## config.mk

```make
export PLATFORM = sky130hd
export DESIGN_NAME = spi_slave_regfile
export DESIGN_NICKNAME = d
export VERILOG_FILES = /design/src/rtl/spi_slave_regfile.sv
export SDC_FILE = /design/constraint.sdc
export NUM_CORES = 1
export LEC_CHECK = 0
export BUFFER_PORTS_ARGS = -buffer_cell sky130_fd_sc_hd__buf_2
export CAP_MARGIN = 15
export CORE_MARGIN = 1.5
export CORE_UTILIZATION = 40
export DETAILED_ROUTE_END_ITERATION = 12
export GPL_TIMING_DRIVEN = 0
export PLACE_DENSITY = 0.56
export SLEW_MARGIN = 40
export SYNTH_ARGS = -nofsm -noshare
export SYNTH_HDL_FRONTEND = slang
export SYNTH_SLANG_ARGS = --single-unit
```

## constraint.sdc

```tcl
create_clock -name SCLK -period 4.31 [get_ports SCLK]
set_input_delay 0.431 -clock SCLK [delete_from_list [all_inputs] [get_ports SCLK]]
set_output_delay 0.431 -clock SCLK [all_outputs]
set_load 0.01 [all_outputs]
```

## src/rtl/spi_slave_regfile.sv

```systemverilog
// SPI slave register-file back end: decodes CS frames (command byte, then data bytes) into
// writes and read loads on a 2**ADDR_W x 8 bank. Define SPI_RF_WRITE_LOCK_EN to make reg[0][0] a write lock.
module spi_slave_regfile #(
  parameter int ADDR_W = 4
) (
  input  logic              SCLK,
  input  logic              reset,
  input  logic              CS,
  input  logic              MOSI,
  output logic [7:0]        slaveDataToSend,
  output logic              wr_pulse,
  output logic [ADDR_W-1:0] wr_addr,
  input  logic [ADDR_W-1:0] host_addr,
  output logic [7:0]        host_rdata
);

  localparam int DEPTH = 2 ** ADDR_W;

  typedef enum logic [1:0] {
    ST_CMD = 2'd0,
    ST_WR  = 2'd1,
    ST_RD  = 2'd2
  } state_t;

  state_t            state_q, state_d;
  logic [2:0]        bit_cnt_q, bit_cnt_d;
  logic [6:0]        sr_q, sr_d;
  logic [ADDR_W-1:0] ptr_q, ptr_d;
  logic              wr_pulse_q, wr_pulse_d;
  logic [ADDR_W-1:0] wr_addr_q, wr_addr_d;
  logic [7:0]        sdts_q, sdts_d;
  logic [7:0]        mem_q [DEPTH];
  logic [7:0]        mem_d [DEPTH];

  logic              frame_clr_s;
  logic [7:0]        byte_s;
  logic              byte_done_s;
  logic              write_ok_s;
  logic              wr_en_s;
  logic              rd_load_s;

  // Frame-level state is wiped both by reset and by CS going inactive.
  assign frame_clr_s = reset | CS;
  assign byte_s      = {MOSI, sr_q};
  assign byte_done_s = (bit_cnt_q == 3'd7);

`ifdef SPI_RF_WRITE_LOCK_EN
  assign write_ok_s = (ptr_q == {ADDR_W{1'b0}}) || (mem_q[0][0] == 1'b0);
`else
  assign write_ok_s = 1'b1;
`endif

  // Frame state register, bit counter, shifter, pointer and write strobe.
  always_ff @(negedge SCLK or posedge frame_clr_s) begin
    if (frame_clr_s) begin
      state_q    <= ST_CMD;
      bit_cnt_q  <= 3'd0;
      sr_q       <= 7'd0;
      ptr_q      <= {ADDR_W{1'b0}};
      wr_pulse_q <= 1'b0;
    end else begin
      state_q    <= state_d;
      bit_cnt_q  <= bit_cnt_d;
      sr_q       <= sr_d;
      ptr_q      <= ptr_d;
      wr_pulse_q <= wr_pulse_d;
    end
  end

  // Next frame state: only a completed command byte moves the machine.
  always_comb begin
    state_d = state_q;
    case (state_q)
      ST_CMD: begin
        if (byte_done_s) begin
          state_d = byte_s[7] ? ST_WR : ST_RD;
        end else begin
          state_d = ST_CMD;
        end
      end
      ST_WR:   state_d = ST_WR;
      ST_RD:   state_d = ST_RD;
      default: state_d = ST_CMD;
    endcase
  end

  // Per-state actions on byte completion: address capture, read load, burst write.
  always_comb begin
    wr_en_s   = 1'b0;
    rd_load_s = 1'b0;
    ptr_d     = ptr_q;
    case (state_q)
      ST_CMD: begin
        if (byte_done_s) begin
          ptr_d     = byte_s[ADDR_W-1:0];
          rd_load_s = ~byte_s[7];
        end else begin
          ptr_d     = ptr_q;
        end
      end
      ST_WR: begin
        if (byte_done_s) begin
          wr_en_s = write_ok_s;
          ptr_d   = ptr_q + ADDR_W'(1);
        end else begin
          ptr_d   = ptr_q;
        end
      end
      default: begin
        wr_en_s   = 1'b0;
        rd_load_s = 1'b0;
      end
    endcase
  end

  // Datapath next values for shifter, bank, read response and write report.
  always_comb begin
    bit_cnt_d  = bit_cnt_q + 3'd1;
    sr_d       = byte_s[7:1];
    mem_d      = mem_q;
    wr_pulse_d = wr_en_s;
    if (wr_en_s) begin
      mem_d[ptr_q] = byte_s;
      wr_addr_d    = ptr_q;
    end else begin
      wr_addr_d    = wr_addr_q;
    end
    if (rd_load_s) begin
      sdts_d = mem_q[byte_s[ADDR_W-1:0]];
    end else begin
      sdts_d = sdts_q;
    end
  end

  // Bank and read response survive CS deassertion; only reset clears them.
  always_ff @(negedge SCLK or posedge reset) begin
    if (reset) begin
      for (int i = 0; i < DEPTH; i++) begin
        mem_q[i] <= 8'h00;
      end
      sdts_q    <= 8'h00;
      wr_addr_q <= {ADDR_W{1'b0}};
    end else begin
      mem_q     <= mem_d;
      sdts_q    <= sdts_d;
      wr_addr_q <= wr_addr_d;
    end
  end

  assign slaveDataToSend = sdts_q;
  assign wr_pulse        = wr_pulse_q;
  assign wr_addr         = wr_addr_q;
  assign host_rdata      = mem_q[host_addr];

endmodule
```

# ---- Word-level counts from Yosys, hierarchy flattened
# Cells that the tools add are included.
dict set report word_totals {
  wordCells 62
  input_bits 8
  reg_bits 157
}
dict set report classes {
  reduce_logical 4
  addsub 2
  n_eq_ne 5
  n_lt_le_gt_ge 4
  mux 19
  bitwise_logic 5
}
# operator n
set op_table {}
lappend op_table {{$bwmux W128} 1}
lappend op_table {{$bmux W8 S4} 2}
lappend op_table {{$mux W8} 5}
lappend op_table {{$demux W8 S4} 1}
lappend op_table {{$ge A5 B5 Y1 const B} 3}
lappend op_table {{$not A4 Y5} 3}
lappend op_table {{$mux W4} 2}
lappend op_table {{$pmux W4 S2} 1}
lappend op_table {{$pmux W2 S3} 1}
lappend op_table {{$lt A5 B1 Y1 const B} 1}
lappend op_table {{$add A4 B1 Y4 const B} 1}
lappend op_table {{$mux W1} 4}
lappend op_table {{$mux W2} 2}
lappend op_table {{$ne A2 B2 Y1 const B} 2}
lappend op_table {{$add A3 B1 Y3 const B} 1}
lappend op_table {{$eq A3 B3 Y1 const B} 1}
lappend op_table {{$reduce_and A3 Y1} 1}
lappend op_table {{$eq A2 B1 Y1 const B} 1}
lappend op_table {{$eq A2 B2 Y1 const B} 1}
lappend op_table {{$logic_not A2 Y1} 1}
lappend op_table {{$reduce_bool A2 Y1} 1}
lappend op_table {{$logic_and A1 B1 Y1} 1}
lappend op_table {{$not A1 Y1} 1}
lappend op_table {{$or A1 B1 Y1} 1}

# ---- Longest topological paths before layout
# Gate-level depths: netlist of the first run.
dict set report depth {
  depth_word 6
  mapped_depth 7
  mapped_depth_nobuf 6
}

==> results of run 1 <==
[layout by cell type, fill, tap and decap left out, types with 2 or more instances in the layout]
cell        synthesis  routed
nand3_1             6       6
dfrtn_1           157     157
buf_12              1       5
mux2_2            131     131
mux2i_1            13      13
inv_1               8       7
nand2b_1            2       2
mux4_1             12      12
clkinv_4            0       4
nor2_1             13      12
buf_2              17      33
clkinvlp_4          0       6
buf_8               0       2
mux4_2             58      58
nand2_1            18      18
a21oi_1             3       3
buf_6               1       9
o22a_1              3       3
bufinv_16           0       3
clkbuf_1           14      15
a221o_1             7       7
buf_4               0      13
o21ai_0            13      13
nor2_2             12      12
clkbuf_16           0      17
ha_1                7       7
[cell usage after synthesis (all sizes together) (2+ instances only)]
master,count,area [sq um]
nor2,25,124
o22a,3,26.3
dfrtn,157,3930
clkbuf,14,52.6
inv,8,30.0
nand2b,2,12.5
mux2i,13,130
buf,21,124
a221o,7,70.1
mux2,131,1480
ha,7,87.6
mux4,70,1620
nand2,18,67.6
o21ai,13,65.1
a21oi,3,15.0
nand3,6,30.0
[area by class of cell]
class | instances | area share
buffer | 35 | 0.0191
clock buffer | 19 | 0.0477
clock inverter | 13 | 0.0181
inverter | 8 | 0.00364
multi-input combinational | 306 | 0.409
sequential | 157 | 0.423
tap | 265 | 0.0357
timing repair buffer | 44 | 0.0437
[worst reg2reg max path, stage by stage (launching register included)]
cell	delay (ns)
dfrtn_1	0.42
ha_1	0.18
ha_1	0.20
and3b_1	0.25
buf_2	0.26
nand2_1	0.18
nor2_2	0.56
mux2_2	0.42
[layer usage]
layer,global-route usage,vias to the layer above,wire length (um)
li1,-,2082,-
met3,0.0357,24,955
met1,0.320,2649,9720
met5,0,-,0
met2,0.355,110,10400
met4,0.0763,0,333
[worst max-delay path by stage]
stage | slack [ns] | cells past startpoint | endpoint | start
detailed placement | 0.08 | 4 | slaveDataToSend[5]$_DFFE_NP0P_ | MOSI
global placement | -0.80 | 2 | mem_q[54]$_DFFE_NP0P_ | reset
floorplan | 0.09 | 1 | mem_q[0]$_DFFE_NP0P_ | reset
CTS | -0.24 | 3 | host_rdata[3] | mem_q[99]$_DFFE_NP0P_
global route | -0.28 | 3 | host_rdata[3] | mem_q[99]$_DFFE_NP0P_
finish | -0.23 | 3 | host_rdata[3] | mem_q[99]$_DFFE_NP0P_
[registers in the layout (all words and copies together), names as in the netlist]
register / flops
bit_cnt_q: 3
mem_q: 128
ptr_q: 4
slaveDataToSend: 8
sr_q: 7
state_q: 2
wr_addr: 4
wr_pulse: 1
[cell families (layout without fill, tap and decap cells)]
family	count (synthesis)	count (layout)	share of synthesized area
adders and majority gates	7	7	0.0111
buffers and inverters	43	119	0.0261
AOI/OAI and AO/OA	30	30	0.0262
muxes	214	214	0.407
DFF	157	157	0.496
and+or+nand+nor	55	55	0.0335
[per-stage QoR]
stage	hold slack, ns	setup slack, ns	cell area (sq um)	instances
final	0.326	-0.226	9280	847
after global routing	0.346	-0.283	9280	847
after CTS	0.333	-0.241	9220	841
after detailed placement	0.330	0.0765	8520	802
after global placement	0.314	-0.805	8380	795
after floorplan	0.298	0.0862	7930	506
[power groups by stage]
stage               combinational (uW)  clock (uW)  sequential, uW
floorplan                          102           0            1520
global placement                   150           0            1520
detailed placement                 169           0            1520
CTS                                170        1580            1500
global route                       181        1640            1500
finish                             167        1550            1500
[what timing repair did]
item | 4_1_cts | 5_1_grt
resized for setup | 5 | 3
buffers inserted | 7 | 6
setup endpoints to repair | 8 | 8
==> results.toml, run 1 <==
[status]
violations = "setup timing"
outcome = "finished, violations left"

[cells_and_area]
nets = 584
seqCellArea_sq_mm = 0.00393
fin_util = 0.477
drive_gt1_frac = 0.512
multi_input_area_sq_mm = 0.00379
fillerInstances = 1676
area_delta_synth_final_pct = 17.2
antenna_cells = 0

[floorplanning]
die_h_um = 144
ios = 29
rows = 51
core-area_sq_mm = 0.0195
die_x_um = 144
die-area_sq_mm = 0.0207
initial_core_util = 0.407

[worst_setup_path]
startpoint_type = "flop"
endpoint_kind = "primary output"
cp_common_cell = "mux4_2"
critPathMaxStageDelay_ns = 0.53
cp_slowest_cell = "mux4_2"
crit_family = "multiplexers"
r2r_slack_ns = 1.69
worst-path-max-fanout = 3
critPathBufInv = 1
path_cells = "mux4_2 > mux4_2 > buf_6"
reg2reg_depth = 7
cp_data_required_time_ns = 3.88
crit_type = "flop to primary output"
worstReg2RegEnd = "mem_q[53]$_DFFE_NP0P_"
arrival_ns = 4.11
regToRegStartpoint = "bit_cnt_q[0]$_DFF_NP0_"

[power_and_ir_drop]
power_switching_uw = 740
power.density_mw_per_mm2 = 346
p_sw_frac = 0.230
power_uw = 3220
p_seq_frac = 0.465
comb_power_share = 0.052
p_int_uw = 2480
peakVddDrop_mv = 0.197
p_leak_uw = 0.00433
p_clk_frac = 0.483

[sta]
drv_slew = 0
layout_setup_ws_ns = -0.226
maxSlewHeadroom = 0.490
tns_ns = -1.44
skew_ns = 0.00988
finalHoldViolCount = 0
rsz0062_at_grt = "true"
worstMarginPinSlew_ns = 0.765
setup_violations = 8

[worst_hold_path]
worstHoldStart = "bit_cnt_q[0]$_DFF_NP0_"
min_to = "bit_cnt_q[0]$_DFF_NP0_"
worst_hold_path_type = "flop to flop"
hold_depth = 1

[routing]
drt-vias-per-instance = 5.74
drt_iter0_markers = 323
drc_errors = 0
wl_per_cell_um = 25.2
ant_nets = 0
first_pass_iters = 4
wl_um = 21400
via_count = 4865

[cts]
cts-root-buf = "clkbuf_16"
clockBufferDepth = 2
cts_buffers = 17
cts_tree = "yes"
holdBufCountCts = 0
clk_pin_slew_ns = 0.05
htreeDepth = 4
clk_latency_ns = 0.40
cts.sinks = 157

[synthesis]
syn_inst = 506
yosys_most_used_dff = "dfrtn_1"
ys_types = 29
yosysWarnings = 0
ys_seq_area_frac = 0.496
async_reset_ff_frac = 1.00
synth_area_per_cell_sq_um = 15.7
syn_nets = 521
netlist_area_sq_mm = 0.00792
ys_ff_latch = 157
synth_edf_count = 0

[global_route]
grt_pass1_wl_um = 32900
grt.total_usage = 0.226
grt_start_max_net_pins = 28
grt_pass1_vias = 5084
gr-total-overflow = 0
antenna_found_initial = 0

[placement]
io_buffers = 24
gp_congestion = 0.786
place_hpwl_um = 15100

[job]
drv_cap = 0
(Power assumes the default switching activity.)
==> run 2: changes to the inputs <==
Settings changed: CORE_UTILIZATION 40 to 56, PLACE_DENSITY 0.56 to 0.74.
==> run 2 against run 1 <==
Compared with the run above: combinational power hardly changed; critical path type unchanged; wire length is 1.5% higher; first-iteration DRC count is 52% higher; critical path depth stayed put; final area is 0.23% lower; sequential share of layout area is 0.097 points higher; count of clock-buffer cells in the layout is 5 higher; the run still ends with setup timing left; worst hold slack worse by 0.00074 ns; global-route usage is 9.1 points higher.
==> results.toml, run 2 (synthesis results as in run 1) <==
[status]
outcome = "finished, violations left"
violations = "setup timing"

[cts]
clockBufferDepth = 2
clk_pin_slew_ns = 0.04
htreeDepth = 4
clk_latency_ns = 0.41
cts_tree = "yes"
holdBufCountCts = 0
cts.sinks = 157
cts-root-buf = "clkbuf_16"
cts_buffers = 17

[sta]
layout_setup_ws_ns = -0.184
finalHoldViolCount = 0
worstMarginPinSlew_ns = 0.881
drv_slew = 0
maxSlewHeadroom = 0.412
setup_violations = 8
skew_ns = 0.0159
tns_ns = -1.22
rsz0062_at_grt = "true"
holdWs_ns = 0.325

[global_route]
gr-total-overflow = 0
grt_start_max_net_pins = 27
grt_use_met2 = 0.498
antenna_found_initial = 0
met3_usage = 0.0763
grt.total_usage = 0.317
grt_pass1_wl_um = 32900
gr-usage-met1 = 0.414
grt.busiest_layer = "met2"
grt_pass1_vias = 5477

[worst_setup_path]
cp_data_required_time_ns = 3.88
cp-endpoint = "host_rdata[1]"
endpoint_kind = "primary output"
worst-path-max-fanout = 3
reg2reg_depth = 7
critPathLaunch = "mem_q[17]$_DFFE_NP0P_"
r2r_slack_ns = 1.65
worstReg2RegEnd = "mem_q[81]$_DFFE_NP0P_"
arrival_ns = 4.06
startpoint_type = "flop"
crit_type = "flop to primary output"
regToRegStartpoint = "bit_cnt_q[0]$_DFF_NP0_"

[floorplanning]
die-area_sq_mm = 0.0149
initial_core_util = 0.573
ios = 29
core-area_sq_mm = 0.0138
rows = 43
die_x_um = 122
die_h_um = 122

[cells_and_area]
fin_util = 0.670
largest_register_ffs = 128
drive_gt1_frac = 0.523
mostFrequentLayoutCells = "dfrtn_1 (157), mux2_2 (131), mux4_2 (58)"
nets = 598
layout.cells.most_common = "dfrtn_1"
instances_no_fill = 775
area_delta_synth_final_pct = 16.9
fillerInstances = 934
largest-register = "mem_q"
seqCellArea_sq_mm = 0.00393
multi_input_area_sq_mm = 0.00380
antenna_cells = 0

[power_and_ir_drop]
power.density_mw_per_mm2 = 341
p_leak_uw = 0.00443
peakVddDrop_mv = 0.367
power_uw = 3160

[routing]
drc_errors = 0
first_pass_iters = 6
wl_per_cell_um = 28.0
via_count = 5251
wl_um = 21700
ant_nets = 0
drt-vias-per-instance = 6.78
drt_iter0_markers = 492

[placement]
gp_congestion = 0.861
post-place-cells = 716
place_hpwl_um = 13500
io_buffers = 24

[job]
drv_cap = 0

[worst_hold_path]
worst_hold_path_type = "flop to flop"
worstHoldStart = "bit_cnt_q[0]$_DFF_NP0_"
## run 2: what timing repair did
action | CTS | global route
endpoints found under the setup margin | 8 | 8
setup buffers | 19 | 9
resized for setup | 4 | 1
## run 2: layout make-up
cell class / count / area share
Buffer: 35 / 0.0192
Timing Repair Buffer: 58 / 0.0553
Tap cell: 180 / 0.0243
Clock inverter: 7 / 0.00919
Inverter: 8 / 0.00365
Multi-Input combinational cell: 306 / 0.410
Clock buffer: 24 / 0.0542
Sequential cell: 157 / 0.424
## run 2: where the power goes
group          internal (uW)  leakage [uW]  switching, uW
logic                   59.6       0.00196            106
clock network            921      0.000296            573
registers               1490       0.00217           9.21
total                   2470       0.00443            689
## run 2: worst min path at each step
| stage | to | cells past startpoint | slack [ns] |
|---|---|---|---|
| floorplan | bit_cnt_q[0]$_DFF_NP0_ | 1 | 0.30 |
| global placement | bit_cnt_q[0]$_DFF_NP0_ | 1 | 0.31 |
| detailed placement | bit_cnt_q[0]$_DFF_NP0_ | 1 | 0.33 |
| CTS | bit_cnt_q[0]$_DFF_NP0_ | 1 | 0.33 |
| global route | bit_cnt_q[0]$_DFF_NP0_ | 1 | 0.35 |
| finish | bit_cnt_q[0]$_DFF_NP0_ | 1 | 0.32 |
## run 2: worst max-delay path, stage by stage (launching register included)
cell	delay (ns)
dfrtn_1	0.36
mux4_2	0.47
mux4_2	0.51
buf_2	0.16
## run 2: routing by layer
layer | up-vias | wire length [um]
met5 | - | 0
li1 | 2121 | -
met3 | 72 | 1600
met4 | 0 | 954
met1 | 2764 | 8610
met2 | 294 | 10500
## run 2: per-stage QoR
stage               setup WS [ns]  instance area [sq um]
global placement           -0.708                   8270
global route               -0.210                   9260
finish                     -0.184                   9260
detailed placement         -0.124                   8430
CTS                        -0.171                   9190
floorplan                  0.0862                   7930
